===== config.mk =====
export PLATFORM = sky130hd
export DESIGN_NAME = key_event_arbiter
export DESIGN_NICKNAME = d
export VERILOG_FILES = /design/src/rtl/key_pkg.sv /design/src/rtl/key_tick_gen.sv /design/src/rtl/key_event_arbiter.sv
export SDC_FILE = /design/constraint.sdc
export NUM_CORES = 1
export LEC_CHECK = 0
export CAP_MARGIN = 20
export CORE_MARGIN = 5
export CORE_UTILIZATION = 30
export DETAILED_ROUTE_END_ITERATION = 12
export SYNTH_ARGS = -nofsm -noshare
export SYNTH_HDL_FRONTEND = slang
export SYNTH_SLANG_ARGS = --single-unit

===== constraint.sdc =====
create_clock -name clk -period 7.36 [get_ports clk]
set_clock_uncertainty 0.15 [all_clocks]
set_input_delay 0.736 -clock clk [delete_from_list [all_inputs] [get_ports clk]]
set_output_delay 0.736 -clock clk [all_outputs]
set_load 0.01 [all_outputs]

===== src/rtl/key_pkg.sv =====
`default_nettype none
// ============================================================================
// key_pkg : shared widths, defaults and FSM encoding for key_event_arbiter
// Rev 1.0
// ============================================================================
package key_pkg;
  localparam int N_KEYS_DEF = 18;
  localparam int KEY_IDX_W  = 5;
  localparam int AGREE_W    = 3;

  typedef enum logic [0:0] {
    ST_IDLE  = 1'b0,
    ST_OFFER = 1'b1
  } arb_state_t;
endpackage
`default_nettype wire


===== src/rtl/key_tick_gen.sv =====
`default_nettype none
// ============================================================================
// key_tick_gen : one-cycle sample tick every TICK_DIV clocks (power of two)
// Rev 1.0
// ============================================================================
module key_tick_gen #(
  parameter int TICK_DIV = 65536
) (
  input  logic clk,
  input  logic rst,
  output logic tick
);
  localparam int CNT_W = $clog2(TICK_DIV);

  logic [CNT_W-1:0] r_cnt;

  // Free-running wrap counter; all-ones marks the TICK_DIV-th cycle.
  always_ff @(posedge clk or negedge rst) begin
    if (!rst) r_cnt <= '0;
    else      r_cnt <= r_cnt + CNT_W'(1);
  end

  assign tick = (r_cnt == {CNT_W{1'b1}});
endmodule
`default_nettype wire


===== src/rtl/key_event_arbiter.sv =====
`default_nettype none
// ============================================================================
// key_event_arbiter : per-key debounce plus round-robin press/release events
// Rev 1.0
// ============================================================================
module key_event_arbiter
  import key_pkg::*;
#(
  parameter int N_KEYS     = N_KEYS_DEF,
  parameter int TICK_DIV   = 65536,
  parameter int STABLE_CNT = 3
) (
  input  logic                 clk,
  input  logic                 rst,
  input  logic [N_KEYS-1:0]    key_in,
  output logic [N_KEYS-1:0]    key_state,
  output logic                 evt_valid,
  input  logic                 evt_ready,
  output logic [KEY_IDX_W-1:0] evt_key,
  output logic                 evt_press,
  output logic [N_KEYS-1:0]    pending,
  output logic                 overflow,
  input  logic                 clr_overflow
);
  localparam int CAND_W = KEY_IDX_W + 1;

  logic [N_KEYS-1:0]    r_sync1, r_sync2;
  logic [N_KEYS-1:0]    w_key_state, w_pending, w_dir, w_accept, w_ovf;
  logic                 w_tick, w_hs;
  arb_state_t           r_fsm, w_fsm_nxt;
  logic                 r_valid, w_valid_nxt;
  logic [KEY_IDX_W-1:0] r_evt_key, w_key_nxt, r_last, w_last_nxt, w_win;
  logic                 r_evt_press, w_press_nxt, r_dirty, w_dirty_nxt, w_found;
  logic [CAND_W-1:0]    w_cand;
  logic                 r_ovf;

  key_tick_gen #(.TICK_DIV(TICK_DIV)) u_tick (
    .clk  (clk),
    .rst  (rst),
    .tick (w_tick)
  );

  always_ff @(posedge clk or negedge rst) begin
    if (!rst) begin
      r_sync1 <= '0;
      r_sync2 <= '0;
    end else begin
      r_sync1 <= key_in;
      r_sync2 <= r_sync1;
    end
  end

  assign w_hs = r_valid & evt_ready;

  for (genvar k = 0; k < N_KEYS; k++) begin : g_key
    localparam logic [KEY_IDX_W-1:0] c_idx = KEY_IDX_W'(k);
    logic [AGREE_W-1:0] r_agree;
    logic               r_lvl, r_pend, r_dir;
    logic               w_diff, w_granted;

    assign w_diff      = r_sync2[k] ^ r_lvl;
    assign w_accept[k] = w_tick & w_diff & (r_agree == AGREE_W'(STABLE_CNT - 1));
    assign w_granted   = w_hs & (r_evt_key == c_idx);
    // A change landing in the handshake cycle replaces, rather than overwrites, the delivered event.
    assign w_ovf[k]    = w_accept[k] & r_pend & ~w_granted;

    always_ff @(posedge clk or negedge rst) begin
      if (!rst) begin
        r_agree <= '0;
        r_lvl   <= 1'b0;
        r_pend  <= 1'b0;
        r_dir   <= 1'b0;
      end else begin
        if (w_tick) begin
          if (w_accept[k]) begin
            r_agree <= '0;
            r_lvl   <= ~r_lvl;
          end else if (w_diff) begin
            r_agree <= r_agree + AGREE_W'(1);
          end else begin
            r_agree <= '0;
          end
        end
        if (w_accept[k]) begin
          r_pend <= 1'b1;
          r_dir  <= ~r_lvl;
        end else if (w_granted && !r_dirty) begin
          r_pend <= 1'b0;
        end
      end
    end

    assign w_key_state[k] = r_lvl;
    assign w_pending[k]   = r_pend;
    assign w_dir[k]       = r_dir;
  end

  // Round-robin search starting just after the last granted key.
  always_comb begin
    w_found = 1'b0;
    w_win   = '0;
    w_cand  = '0;
    for (int i = 0; i < N_KEYS; i++) begin
      w_cand = {1'b0, r_last} + CAND_W'(i + 1);
      if (w_cand >= CAND_W'(N_KEYS)) w_cand = w_cand - CAND_W'(N_KEYS);
      if (!w_found && w_pending[w_cand[KEY_IDX_W-1:0]]) begin
        w_found = 1'b1;
        w_win   = w_cand[KEY_IDX_W-1:0];
      end
    end
  end

  always_comb begin
    w_fsm_nxt   = r_fsm;
    w_valid_nxt = r_valid;
    w_key_nxt   = r_evt_key;
    w_press_nxt = r_evt_press;
    w_last_nxt  = r_last;
    w_dirty_nxt = r_dirty;
    case (r_fsm)
      ST_IDLE: begin
        if (w_found) begin
          w_fsm_nxt   = ST_OFFER;
          w_valid_nxt = 1'b1;
          w_key_nxt   = w_win;
          w_press_nxt = w_dir[w_win];
          w_dirty_nxt = 1'b0;
        end
      end
      ST_OFFER: begin
        if (w_hs) begin
          w_fsm_nxt   = ST_IDLE;
          w_valid_nxt = 1'b0;
          w_last_nxt  = r_evt_key;
          w_dirty_nxt = 1'b0;
        end else if (w_accept[r_evt_key]) begin
          // Offered key changed again: its stored copy must survive the handshake.
          w_dirty_nxt = 1'b1;
        end
      end
      default: w_fsm_nxt = ST_IDLE;
    endcase
  end

  always_ff @(posedge clk or negedge rst) begin
    if (!rst) begin
      r_fsm       <= ST_IDLE;
      r_valid     <= 1'b0;
      r_evt_key   <= '0;
      r_evt_press <= 1'b0;
      r_last      <= KEY_IDX_W'(N_KEYS - 1);
      r_dirty     <= 1'b0;
      r_ovf       <= 1'b0;
    end else begin
      r_fsm       <= w_fsm_nxt;
      r_valid     <= w_valid_nxt;
      r_evt_key   <= w_key_nxt;
      r_evt_press <= w_press_nxt;
      r_last      <= w_last_nxt;
      r_dirty     <= w_dirty_nxt;
      if (|w_ovf)            r_ovf <= 1'b1;
      else if (clr_overflow) r_ovf <= 1'b0;
    end
  end

  assign key_state = w_key_state;
  assign pending   = w_pending;
  assign evt_valid = r_valid;
  assign evt_key   = r_evt_key;
  assign evt_press = r_evt_press;
  assign overflow  = r_ovf;
endmodule
`default_nettype wire


==> results.py <==
metrics = {
    "status": {
        "outcome": "complete, no violations",
    },
    "detailed_routing": {
        "avgViaCountPerCell": 6.00,
        "wl_um": 59600,
        "dr.pass1.iters": 6,
        "drc": 0,
        "drt_iter0_drc": 1932,
        "ant_nets": 0,
        "num_vias": 15600,
        "avgRoutedWirePerCell_um": 22.9,
    },
    "min_path": {
        "min_path_cells": 0,
        "holdPathEnd": "r_sync2[0]",
        "hold_class": "flop to flop",
        "hp-start": "r_sync1[0]",
    },
    "logic_synthesis": {
        "synth_most_common_cell": "nand2_1",
        "ys_seq_area_share_pct": 27.5,
        "synth_nets": 1979,
        "ys_top_cells_by_count": "nand2_1, dfrtp_1, o21ai_0",
        "synth_top_cell_by_area": "dfrtp_1",
        "netlist_area_mm2": 0.0159,
        "ys_ff_latch": 175,
        "synth_flop_cell": "dfrtp_1",
        "ys_types": 103,
        "synthArstFlopShare_pct": 100,
        "synthCells": 1889,
        "synth_top_area_share_pct": 27.2,
        "synth_edf_count": 0,
        "syn_area_per_cell_um2": 8.44,
        "synth_warnings": 0,
        "netlist_top_cells_area": "dfrtp_1, ha_1, o21ai_0, nand2_1, mux2i_1",
    },
    "pwr": {
        "leakagePower_uw": 0.00707,
        "power.total_uw": 1900,
        "seqPwrFrac_pct": 51.2,
        "p_comb_share_pct": 2.2,
        "power.density_mw_per_mm2": 107,
        "peakVddDrop_v": 0.000186,
        "p_clk_share_pct": 46.6,
        "p_sw_uw": 414,
        "sw_frac_of_total_pct": 21.7,
        "p_int_uw": 1490,
    },
    "critical_path": {
        "path_class": "flop to flop",
        "worst-r2r-setup-slack_ns": 0.75,
        "arrival_ns": 6.77,
        "r2r_start": "r_last[2]",
        "endpoint_kind": "flop",
        "cp_data_required_time_ns": 7.52,
        "cp_max_fo": 14,
        "crit_start": "r_last[2]",
        "r2r_cells": 19,
        "r2r-end": "evt_press",
        "cp-start-kind": "flop",
    },
    "timing": {
        "report.final.slew_viol_count": 0,
        "finalCritPeriodShare_pct": 89.8,
        "timing.final.ws_setup_ns": 0.751,
        "rsz0062_at_grt": "no",
        "layout_min_cycle_time_ns": 6.61,
        "setup_viol": 0,
        "tightest_slew_ns": 1.09,
        "max_slew_margin_pct": 25.6,
        "fmax_ghz": 0.151,
        "hold_viol": 0,
        "fin_tns_setup_ns": 0,
    },
    "floorplan": {
        "die_area_mm2": 0.0579,
        "die_h_um": 241,
        "rows": 84,
        "ios": 66,
        "core-area_mm2": 0.0527,
        "die_w_um": 241,
        "start_util_pct": 30.3,
    },
    "global_route": {
        "grt-ovfl-total": 0,
        "antenna_found_initial": 0,
        "grt_max_degree": 112,
        "grt_usage_pct": 20.1,
        "grt_pass1_vias": 15100,
        "grt_pass1_wl_um": 91200,
    },
    "clock_network": {
        "clk_latency_ns": 0.44,
        "cts.path.max_buffers": 2,
        "cts_post_setup_buffers_inserted": 0,
        "cts-root-buf": "clkbuf_16",
        "cts_tree": "built",
        "cts_sinks": 175,
        "cts_made_buffers": 17,
        "ctsHoldBuffers": 0,
        "clk_pin_slew_ns": 0.08,
        "h-tree-depth": 4,
        "ctsResizeCount": 0,
    },
    "place": {
        "place.gp.congestion": 1.03,
        "io_buffers": 65,
        "placed_cells": 2572,
        "place_ws_ns": 0.957,
        "hpwl_um": 44900,
    },
    "run": {
        "drv_cap": 0,
    },
    "final_layout": {
        "final_cells": 2604,
        "fillers": 5407,
        "diodes": 0,
        "fin_util_pct": 33.8,
        "drive_gt1_share_pct": 10.3,
        "area.growth.synth_to_final_pct": 11.6,
        "nets": 1993,
    },
}
-- kinds of logic after synthesis --
| family | after synthesis | share of synthesized area (%) |
|---|---|---|
| AND/OR/NAND/NOR | 628 | 20.3 |
| AO/OA/AOI/OAI | 588 | 25.8 |
| buffers and inverters | 216 | 6.67 |
| flip-flops | 175 | 27.5 |
| multiplexers | 120 | 9.14 |
| XOR/XNOR | 94 | 5.25 |
| adder cells (fa/ha/maj) | 68 | 5.34 |
-- sequential cells by signal, indices dropped and copies added, names as in the netlist --
| register | cells |
|---|---|
| u_tick.r_cnt | 16 |
| r_fsm | 1 |
| r_sync1 | 18 |
| g_key.r_dir | 18 |
| r_sync2 | 18 |
| evt_press | 1 |
| evt_valid | 1 |
| g_key.r_lvl | 18 |
| evt_key | 5 |
| r_dirty | 1 |
| g_key.r_pend | 18 |
| r_last | 5 |
| g_key.r_agree | 54 |
| overflow | 1 |
-- critical path, stage by stage (launching register included) --
cell and delay [ns]:
dfrtp_1 0.36, clkinv_1 0.45, ha_1 0.59, ha_1 0.42, nor2b_1 0.37, nand2_1 0.13
o21ai_0 0.42, mux2i_1 0.40, nor3_1 0.11, o311ai_1 0.38, o21bai_1 0.30, a2111oi_4 0.43
nand4_2 0.34, nor4b_2 0.45, o22ai_2 0.32, mux2_1 0.39, nand3_1 0.09, o211ai_1 0.12
nand4bb_1 0.14, a31oi_1 0.08
-- layout make-up --
| type | count | area, um2 | share of cell area (%) |
|---|---|---|---|
| Clock buffer | 21 | 480 | 2.70 |
| Clock inverter | 11 | 104 | 0.584 |
| Inverter | 80 | 300 | 1.69 |
| Multi-Input combinational cell | 1498 | 10500 | 59.1 |
| Sequential cell | 175 | 4380 | 24.6 |
| Tap cell | 688 | 861 | 4.84 |
| Timing Repair Buffer | 131 | 1150 | 6.46 |
-- power groups by stage --
stage          sequential, uW  combinational, uW  clock [uW]
4_1_cts                   975               43.4         914
3_3_place_gp              993               42.5           0
2_1_floorplan             993               9.11           0
5_1_grt                   975               47.7         952
6_report                  975               41.5         888
3_5_place_dp              993               43.3           0
-- routing by layer --
layer,track usage (%),routed length (um),up-vias
met2,31.6,26300,838
li1,-,-,7081
met3,3.47,5070,172
met5,0,0,-
met4,9.47,3250,0
met1,27.1,25000,7536
-- per-stage QoR --
stage               cell area [um2]  hold slack, ns
floorplan                     15900           0.181
finish                        17800           0.197
detailed placement            17200           0.185
global route                  17800           0.207
global placement              17200           0.181
CTS                           17800           0.200
-- worst max-delay path by stage --
stage / end / slack, ns / depth (start not counted)
floorplan: evt_press / 0.89 / 25
global placement: evt_press / 1.02 / 19
detailed placement: evt_press / 0.96 / 19
CTS: evt_press / 0.93 / 19
global route: evt_press / 0.39 / 19
finish: evt_press / 0.75 / 19
-- cells in the final DEF, fill, tap and decap left out, types with 20 or more instances in the layout --
cell | netlist | final
mux2_2 | 29 | 29
o31ai_1 | 29 | 29
a31oi_1 | 31 | 31
dfrtp_1 | 173 | 172
ha_1 | 68 | 68
nor2_1 | 110 | 110
nor2b_1 | 22 | 22
o211ai_1 | 37 | 37
nor3_1 | 38 | 38
nand2_1 | 194 | 194
xor2_1 | 30 | 30
mux2i_1 | 70 | 66
nand3_1 | 52 | 52
a211oi_1 | 20 | 20
or3_1 | 33 | 33
a21oi_1 | 74 | 74
o21ai_0 | 150 | 150
clkdlybuf4s50_1 | 0 | 64
inv_1 | 75 | 75
xnor2_1 | 63 | 63
nand4_1 | 21 | 21
buf_4 | 39 | 66
nand2b_1 | 35 | 35
Power figures use the tool's default switching activity.
